$ cat config.mk
export PLATFORM = sky130hd
export DESIGN_NAME = weighted_rr_arbiter
export DESIGN_NICKNAME = d
export VERILOG_FILES = /design/src/rtl/weighted_rr_arbiter.sv
export SDC_FILE = /design/constraint.sdc
export NUM_CORES = 1
export LEC_CHECK = 0
export CELL_PAD_IN_SITES_DETAIL_PLACEMENT = 2
export CELL_PAD_IN_SITES_GLOBAL_PLACEMENT = 2
export CORE_MARGIN = 5
export CORE_UTILIZATION = 15
export DETAILED_ROUTE_END_ITERATION = 10
export HOLD_SLACK_MARGIN = 0.12
export PLACE_DENSITY = 0.93
export SETUP_SLACK_MARGIN = 0.1
export SLEW_MARGIN = 20
export SYNTH_ARGS = -nofsm -noshare
export SYNTH_HDL_FRONTEND = slang
export SYNTH_SLANG_ARGS = --single-unit
$ cat constraint.sdc
create_clock -name clk_i -period 8.7 [get_ports clk_i]
set_input_delay 1.74 -clock clk_i [delete_from_list [all_inputs] [get_ports clk_i]]
set_output_delay 1.74 -clock clk_i [all_outputs]
set_load 0.01 [all_outputs]
$ cat src/rtl/weighted_rr_arbiter.sv
// Weighted round-robin N:1 arbiter with payload mux.
// Selection is combinational; the priority pointer, the per-turn credit and
// the grant lock are registered. An input keeps priority for up to its weight
// in consecutive grants before the pointer moves on.
//
// Handshake: req_o is the downstream valid and gnt_i the downstream ready.
// A transfer (hs) happens in a cycle where both are high. While req_o is high
// and gnt_i is low, the selected input is locked (LockIn=1). That input's
// payload and index then stay stable until the transfer. A requester must not
// drop req_i while it is locked.
// The FSM state is visible to checkers as the internal signal fsm_state.
module weighted_rr_arbiter #(
  parameter int unsigned NumIn       = 4,
  parameter int unsigned DataWidth   = 32,
  parameter int unsigned WeightWidth = 4,
  parameter bit          LockIn      = 1'b1,
  localparam int unsigned IdxW       = (NumIn > 1) ? $clog2(NumIn) : 1
) (
  input  logic                         clk_i,
  input  logic                         rst_i,
  input  logic                         flush_i,
  input  logic [NumIn-1:0]             req_i,
  input  logic [NumIn*DataWidth-1:0]   data_i,
  input  logic [NumIn*WeightWidth-1:0] weight_i,
  input  logic                         gnt_i,
  output logic [NumIn-1:0]             gnt_o,
  output logic                         req_o,
  output logic [DataWidth-1:0]         data_o,
  output logic [IdxW-1:0]              idx_o
);

  typedef enum logic {IDLE = 1'b0, LOCKED = 1'b1} state_e;

  state_e                 fsm_state;
  logic [IdxW-1:0]        ptr;
  logic [WeightWidth-1:0] credit;
  logic [IdxW-1:0]        lock_idx;

  logic                   scan_found;
  logic [IdxW-1:0]        scan_sel;
  logic [IdxW:0]          cand;
  logic                   lock_valid;
  logic                   any_req;
  logic [IdxW-1:0]        sel;
  logic [DataWidth-1:0]   sel_data;
  logic [WeightWidth-1:0] sel_weight;
  logic                   hs;
  logic [WeightWidth-1:0] cb;
  logic [WeightWidth:0]   cb_inc;
  logic [WeightWidth:0]   w_eff;
  logic [IdxW-1:0]        ptr_after;

  // Scan requests starting at ptr, wrapping modulo NumIn.
  always_comb begin
    scan_found = 1'b0;
    scan_sel   = '0;
    cand       = '0;
    for (int i = 0; i < NumIn; i++) begin
      cand = {1'b0, ptr} + (IdxW+1)'(i);
      if (cand >= (IdxW+1)'(NumIn)) cand = cand - (IdxW+1)'(NumIn);
      if (!scan_found && req_i[cand[IdxW-1:0]]) begin
        scan_found = 1'b1;
        scan_sel   = cand[IdxW-1:0];
      end
    end
  end

  // The lock holds only while its owner still requests; otherwise fall back to the scan.
  always_comb begin
    lock_valid = (fsm_state == LOCKED) && req_i[lock_idx];
    sel        = lock_valid ? lock_idx : scan_sel;
    any_req    = lock_valid || scan_found;
  end

  // Pick the winner's payload and weight.
  always_comb begin
    sel_data   = '0;
    sel_weight = '0;
    for (int k = 0; k < NumIn; k++) begin
      if (sel == IdxW'(k)) begin
        sel_data   = data_i[k*DataWidth +: DataWidth];
        sel_weight = weight_i[k*WeightWidth +: WeightWidth];
      end
    end
  end

  // Drive the downstream side and the one-hot grant back to the winner.
  always_comb begin
    req_o  = any_req && !flush_i;
    hs     = req_o && gnt_i;
    data_o = any_req ? sel_data : '0;
    idx_o  = any_req ? sel : '0;
    gnt_o  = '0;
    for (int k = 0; k < NumIn; k++) begin
      gnt_o[k] = hs && (sel == IdxW'(k));
    end
  end

  // Credit bookkeeping: a weight of 0 behaves like 1; cb+1 is one bit wider.
  always_comb begin
    cb        = (sel == ptr) ? credit : '0;
    cb_inc    = {1'b0, cb} + 1'b1;
    w_eff     = (sel_weight == '0) ? (WeightWidth+1)'(1) : {1'b0, sel_weight};
    ptr_after = (sel == IdxW'(NumIn-1)) ? '0 : sel + 1'b1;
  end

  // Pointer, credit and lock state; reset beats flush, flush beats a handshake.
  always_ff @(posedge clk_i) begin
    if (rst_i || flush_i) begin
      ptr       <= '0;
      credit    <= '0;
      fsm_state <= IDLE;
      lock_idx  <= '0;
    end else begin
      if (hs) begin
        if (cb_inc < w_eff) begin
          ptr    <= sel;
          credit <= cb_inc[WeightWidth-1:0];
        end else begin
          ptr    <= ptr_after;
          credit <= '0;
        end
      end
      if (LockIn && req_o && !gnt_i) begin
        fsm_state <= LOCKED;
        lock_idx  <= sel;
      end else begin
        fsm_state <= IDLE;
      end
    end
  end

  // A locked requester withdrawing before its transfer is a protocol error.
  always_ff @(posedge clk_i) begin
    if (!rst_i && !flush_i && fsm_state == LOCKED) begin
      assert (req_i[lock_idx])
        else $error("locked requester %0d dropped req before handshake", lock_idx);
    end
  end

endmodule

Word-level counts from Yosys, hierarchy flattened
Index checks and enable logic that the tools add are counted.

Add/sub/neg operators: 9. Reduce and logical (&&, ||, !) cells: 20. Magnitude comparators: 10. Equality and inequality tests: 4. Mux-type cells: 39.

Operator list (number): $mux 32 (5); $mux 4 (7); $mux 2 (12); $lt 2x3->1 const B (5); $logic_and 1x1->1 (11); $bmux 1 s2 (5); $mux 1 (10); $ge 3x3->1 const B (3); $sub 2x1->2 const B (4); $add 2x2->3 const B (2); $add 4x1->5 const B (1); $logic_not 1->1 (5); $lt 5x4->1 (1); $eq 2x2->1 const B (2); $logic_not 4->1 (1); $add 2x1->3 const B (1); $ge 2x3->1 const B (1); $add 2x1->2 const B (1); $eq 2x1->1 const B (1); $eq 2x2->1 (1); $logic_not 2->1 (1); $logic_or 1x1->1 (2).

Output and inout bits: 39. Input port bits: 152. Flip-flop bits (word level): 9. Logic and storage cells: 86.

Longest topological paths before layout
Gate-level depths: netlist of run 1.

Depth after elaboration: 24. Mapped depth: 19. Depth with buffers taken out: 17.

Least setup slack after synthesis of run 1
No wires, ideal clock.

Kind: input port to output port. Start point: input req_i[2]. End point: output data_o[14]. Data required time: 6960 ps. Stages on the path: 16. Arrival time: 4488 ps. Slack: 2472 ps. Cell sequence: buf_6 -> or3b_2 -> o211ai_1 -> a21oi_1 -> o31ai_1 -> ha_1 -> clkbuf_1 -> clkbuf_1 -> buf_1 -> nor2_1 -> a21oi_1 -> nor2_1 -> a21oi_1 -> nor2_1 -> a21oi_1 -> nor2_1.

Word-level cells in the longest chain between the ends: 19. Elaborated cells on any way between the ends: 36.

RTL lines: start, declared (RTL line 22) `input logic [NumIn-1:0] req_i,`; $bmux 1 s2 (RTL line 61) `if (!scan_found && req_i[cand[IdxW-1:0]]) begin`; $mux 1 (not written as such) (RTL line 61); $mux 1 (RTL line 61); $logic_not 1->1 (RTL line 61); $logic_and 1x1->1 (RTL line 61); $mux 1 (RTL line 61); $logic_not 1->1 (RTL line 61); $logic_and 1x1->1 (RTL line 61); [... 2 more ...]; $logic_and 1x1->1 (RTL line 61); $mux 2 (RTL line 61); $mux 2 (*) (RTL line 71) `sel = lock_valid ? lock_idx : scan_sel;`; net sel[0] (RTL line 44) `logic [IdxW-1:0] sel;`; $logic_not 2->1 (RTL line 80) `if (sel == IdxW'(k)) begin`; $mux 32 (3 in series) (RTL line 80); $mux 32 (*) (RTL line 80); $mux 32 (*) (RTL line 91) `data_o = any_req ? sel_data : '0;`; end, declared (RTL line 28) `output logic [DataWidth-1:0] data_o,`.

The timed path passes the listed nets; every way through them passes the cells marked *. The select of a mux whose other input is x is not followed.

Worst setup path after layout of run 1
Start point: input req_i[0]. End point: output data_o[17].

The elaborated chain is that of the path after synthesis.

==> impl_metrics.json, run 1 <==
{
  "drive_above_1_share": 0.05612,
  "slew_headroom": 0.4497,
  "crit_path_start_kind": "primary input",
  "coreArea_um2": 15150,
  "drc": 0,
  "clock-sinks": 9,
  "timing.final.crit_share": 0.8751,
  "synth_common_cells": "nor2_1 (138), a21oi_1 (105), nand2_1 (45)",
  "multi_input_area_um2": 1952,
  "worst-setup-path-type": "primary input to output port",
  "comb_power_share": 0.748,
  "cp-end-kind": "output port",
  "cts_resized": 0,
  "die_w_um": 134.1,
  "finalNetCount": 749,
  "tightest_slew_ns": 0.8255,
  "cts.path.max_buffers": 2,
  "switching_share": 0.4162,
  "drtPass1Iterations": 4,
  "syn_area_um2": 2310,
  "cts_tree": "done",
  "grt.overflow.total": 0,
  "synth_area_leaders": "a21oi_1 (23%), nor2_1 (22%), dfxtp_1 (7.8%), nand2_1 (7.3%), ha_1 (4.3%)",
  "dieHeight_um": 134.1,
  "vdd_drop_max_mv": 0.03781,
  "synth_top_area_frac": 0.2275,
  "synthArstFlopShare": 0,
  "grtUsageMet1": 0.1782,
  "seq_power_share": 0.090,
  "synth_fp_nets": 583,
  "pwr-share-clk": 0.162,
  "syn_avg_cell_area_um2": 5.460,
  "grt_pass1_vias": 4096,
  "wl_per_cell_um": 17.67,
  "powerDensity_nw_per_um2": 116.5,
  "cts.htree.levels": 1,
  "use_met3": 0.03188,
  "std_cell_rows": 45,
  "reg2reg_from": "ptr[1]$_SDFFE_PP0P_",
  "crit_fanout": 38,
  "port_buffers": 190,
  "rsz0062_at_grt": "no",
  "maxCapViolCount": 0,
  "power.switching_w": 0.0002154,
  "top_usage_layer": "met2",
  "placed_cell_area_um2": 4349,
  "min_from": "credit[0]$_SDFFE_PP0P_",
  "grtUsageTotal": 0.1487,
  "final.setup.tns_ns": 0,
  "cp_data_required_time_ns": 6.96,
  "finalWirelength_um": 13710,
  "yosysMostFrequentCell": "nor2_1",
  "ant_nets": 0,
  "ys_ff_latch": 9,
  "hold_path_depth": 2,
  "ios": 191,
  "cts_root_buffer": "clkbuf_16",
  "setup_viol": 0,
  "insertion_delay_ns": 0.24,
  "routed_via_density": 4.662,
  "layout_min_cycle_time_ns": 7.613,
  "fillers": 1866,
  "antenna_found_initial": 0,
  "final_area_um2": 4442,
  "gp_congestion": 0.8072,
  "syn_to_final_growth_pct": 92.31,
  "yosysTopAreaCell": "a21oi_1",
  "p_leak_nw": 1.796,
  "drtIter0Drc": 73,
  "cts_buffers": 3,
  "synth_cells": 423,
  "status": "completed",
  "grt_max_degree": 56,
  "n_antenna_cell": 0,
  "fmax_mhz": 131.4,
  "ys.flop_type": "dfxtp_1",
  "internal_power_w": 0.0003021,
  "grt_pass1_wl_um": 21870,
  "postCtsSetupRepairBufs": 0,
  "ff_latch_area_um2": 180.2,
  "finalHoldViolCount": 0,
  "cts.clk_slew.worst_paths_ns": 0.04,
  "die_area_um2": 17980,
  "cts_hold_buffers": 0,
  "hp-class": "flip-flop to flip-flop",
  "worstRegToRegCells": 14,
  "ys_seq_area_frac": 0.07801,
  "routed-via-count": 3618,
  "startpoint": "req_i[0]",
  "cp_data_arrival_time_ns": 5.87,
  "hpwl_um": 11460,
  "met2_usage": 0.2737,
  "synth_edf_count": 0,
  "yosys_warnings": 0,
  "ys_types": 55,
  "fin_skew_ns": 0.0008955,
  "floorplan.initialDensity": 0.1525,
  "slew_viol_final": 0
}
-- critical path: stages --
cell and delay (ns):
clkdlybuf4s50_1 0.59, or3b_2 0.53, o211ai_1 0.16, a21oi_1 0.15, o31ai_1 0.55, ha_2 0.86, buf_4 0.42, nor2_1 0.10
a21oi_1 0.19, nor2_1 0.08, clkdlybuf4s50_1 0.49
-- state kept, by name, indices dropped and copies added, names as in the netlist --
name and cells:
credit 4, fsm_state 1, ptr 2, lock_idx 2
-- cell usage in the layout, fill, tap and decap left out, types with 3 or more instances in the layout --
| master | count |
|---|---|
| nor3_1 | 3 |
| clkdlybuf4s50_1 | 190 |
| nand2_1 | 45 |
| mux2_2 | 3 |
| a21oi_1 | 105 |
| inv_1 | 7 |
| and2_1 | 3 |
| buf_4 | 4 |
| o21ai_0 | 9 |
| and2_2 | 3 |
| nor2_1 | 138 |
| a32o_1 | 3 |
| clkbuf_16 | 3 |
| dfxtp_1 | 9 |
| mux2i_1 | 5 |
| ha_1 | 4 |
| ha_2 | 4 |
-- path summary, 6_finish.rpt --
path / slack (ns) / endpoint
worst max-delay path: 1.09 / data_o[17]
worst min-delay path: 0.50 / credit[0]$_SDFFE_PP0P_
worst max register to register: 3.84 / ptr[1]$_SDFFE_PP0P_
worst min register to register: 0.50 / credit[0]$_SDFFE_PP0P_
-- per-stage QoR --
step / util / total power (W) / worst slack, ns / instances / hold slack, ns
5_1_grt: 0.2933 / 0.0005637 / 0.6922 / 776 / 0.5345
3_5_place_dp: 0.2872 / 0.0004381 / 1.028 / 771 / 0.5037
3_3_place_gp: 0.2872 / 0.0004210 / 1.277 / 771 / 0.4629
2_1_floorplan: - / 0.0002386 / 2.472 / 423 / 0.4452
4_1_cts: 0.2924 / 0.0005257 / 1.028 / 775 / 0.5193
6_report: 0.2933 / 0.0005175 / 1.087 / 776 / 0.5028
-- per-layer routing --
| metal | part of all wire | wire, um | vias to the layer above |
|---|---|---|---|
| met5 | 0 | 0 | - |
| met4 | 0.017 | 239 | 0 |
| met3 | 0.056 | 765 | 17 |
| met2 | 0.51 | 6987 | 109 |
| met1 | 0.42 | 5722 | 1720 |
| li1 | - | - | 1772 |
-- cells by family (layout without fill, tap and decap cells) --
kind of cell    Yosys count  count (layout)  synth area share
flops                     9               9           0.07801
xor+xnor                  2               2          0.007585
buf+inv                  43             208           0.08505
compound gates          142             142            0.3570
mux                       9               9           0.04604
simple gates            210             210            0.3830
fa+ha+maj                 8               8           0.04334
-- layout make-up --
cell class	count	share of cell area
Clock buffer	4	0.01775
Inverter	8	0.006761
Multi-Input combinational cell	371	0.4394
Sequential cell	9	0.04056
Tap cell	188	0.05296
Timing Repair Buffer	196	0.4425
-- power groups by stage --
stage	Sequential, W	Clock (W)	Combinational, W
2_1_floorplan	0.0000449	0	0.000194
3_3_place_gp	0.0000467	0	0.000374
3_5_place_dp	0.0000471	0	0.000391
4_1_cts	0.0000464	0.0000859	0.000393
5_1_grt	0.0000468	0.0000863	0.000431
6_report	0.0000465	0.0000838	0.000387
Power figures use the tool's default switching activity.
==> run 2, diff against run 1 <==
GPL_ROUTABILITY_DRIVEN = 0   (was unset)
==> results of run 2 <==
The final DEF is identical to that of run 1; final timing and power are the same.
==> run 3, diff against run 2 <==
SLEW_MARGIN = unset   (was 20)
==> run 3 against run 2 <==
Utilization shrank 0.091 points. Worst hold slack is the same. Register-to-register slack is essentially flat. Critical path type unchanged. Count of clock-buffer cells in the layout is the same. Fmax shrank 0.78%. Power shrank 0.13%. Non-clock buffer count shrank 1. Combinational power is essentially flat. Via count shrank 0.36%. Critical path depth is the same. Flip-flop and latch count is the same.
==> impl_metrics.json, run 3 (synthesis gave the netlist of run 1 again) <==
{
  "layout_min_cycle_time_ns": 7.673,
  "grt_pass1_vias": 4096,
  "ant_nets": 0,
  "grtUsageTotal": 0.1487,
  "routed-via-count": 3605,
  "rsz0062_at_grt": "no",
  "final_area_um2": 4428,
  "setup_viol": 0,
  "hpwl_um": 11460,
  "drc": 0,
  "grt_pass1_wl_um": 21870,
  "grt_max_degree": 56,
  "port_buffers": 190,
  "stdcell_count": 775,
  "holdWs_ns": 0.5028,
  "die_area_um2": 17980,
  "fin_ws_ns": 1.027,
  "cts.clk_slew.worst_paths_ns": 0.04,
  "layout_common_cells": "clkdlybuf4s50_1 (190), nor2_1 (138), a21oi_1 (105)",
  "timing.final.crit_share": 0.8819,
  "syn_to_final_growth_pct": 91.71,
  "insertion_delay_ns": 0.24,
  "cts_tree": "done",
  "slew_viol_final": 0,
  "finalWirelength_um": 13720,
  "drtIter0Drc": 78,
  "cts.htree.levels": 1,
  "floorplan.initialDensity": 0.1525,
  "maxCapViolCount": 0,
  "placed_cell_area_um2": 4349,
  "p_leak_nw": 1.789,
  "fin_skew_ns": 0.0008955,
  "coreArea_um2": 15150,
  "status": "completed",
  "die_w_um": 134.1,
  "ios": 191,
  "vdd_drop_max_mv": 0.03781,
  "cts_hold_buffers": 0,
  "routed_via_density": 4.652,
  "layout_commonest_cell": "clkdlybuf4s50_1",
  "place_inst": 771,
  "slew_headroom": 0.2330,
  "tightest_slew_ns": 1.142,
  "worst-setup-path-type": "primary input to output port",
  "postCtsSetupRepairBufs": 0,
  "cts_buffers": 3,
  "fmax_mhz": 130.3,
  "largest_reg_flops": 4,
  "hp-class": "flip-flop to flip-flop",
  "top_regs": "credit x4, lock_idx x2, ptr x2",
  "crit_path_start_kind": "primary input",
  "std_cell_rows": 45,
  "grt.overflow.total": 0,
  "finalNetCount": 748,
  "wl_per_cell_um": 17.71,
  "n_antenna_cell": 0,
  "clock-sinks": 9,
  "reg2reg_setup_slack_ns": 3.84,
  "dieHeight_um": 134.1,
  "powerDensity_nw_per_um2": 116.7,
  "dpl_worst_slack_ns": 1.028,
  "cts.path.max_buffers": 2,
  "cp-end-kind": "output port",
  "cp_data_arrival_time_ns": 5.93,
  "top_register": "credit",
  "drtPass1Iterations": 4,
  "cts_resized": 0,
  "cp_data_required_time_ns": 6.96,
  "drive_above_1_share": 0.05451,
  "crit_fanout": 38,
  "final.setup.tns_ns": 0,
  "antenna_found_initial": 0,
  "cts_root_buffer": "clkbuf_16",
  "finalHoldViolCount": 0
}
[run 3: final timing paths]
check                           end              startpoint  depth (start not counted)
max                      data_o[17]                req_i[0]                         11
min          credit[0]$_SDFFE_PP0P_  credit[0]$_SDFFE_PP0P_                          2
max reg2reg     ptr[1]$_SDFFE_PP0P_     ptr[1]$_SDFFE_PP0P_                         14
min reg2reg  credit[0]$_SDFFE_PP0P_  credit[0]$_SDFFE_PP0P_                          2
[run 3: layer usage]
layer	vias to the layer above	part of all wire	GRT usage
li1	1771	-	-
met2	111	0.51	0.2737
met5	-	0	0
met1	1706	0.42	0.1782
met3	17	0.056	0.03188
met4	0	0.017	0.02998
[run 3: power by group]
part	total, W	internal (W)	switching [W]
combinational	0.000387	0.000197	0.000190
clock	0.0000838	0.0000615	0.0000224
sequential	0.0000464	0.0000430	0.00000341
[run 3: worst max-delay path, stage by stage]
cell and delay (ns):
clkdlybuf4s50_1 0.59, or3b_2 0.53, o211ai_1 0.16, a21oi_1 0.15, o31ai_1 0.55, ha_2 0.86
buf_4 0.42, nor2_1 0.10, a21oi_1 0.19, nor2_1 0.08, clkdlybuf4s50_1 0.54
[run 3: cell type report]
class                           count  area, um^2
Timing Repair Buffer              195        1952
Fill cell                        1865       10720
Tap cell                          188       235.2
Clock buffer                        4       78.83
Sequential cell                     9       180.2
Inverter                            8       30.03
Multi-Input combinational cell    371        1952
[run 3: stage by stage]
step | utilization | power, W
3_5_place_dp | 0.2872 | 0.0004381
6_report | 0.2924 | 0.0005168
2_1_floorplan | - | 0.0002386
3_3_place_gp | 0.2872 | 0.0004210
4_1_cts | 0.2924 | 0.0005257
5_1_grt | 0.2924 | 0.0005630
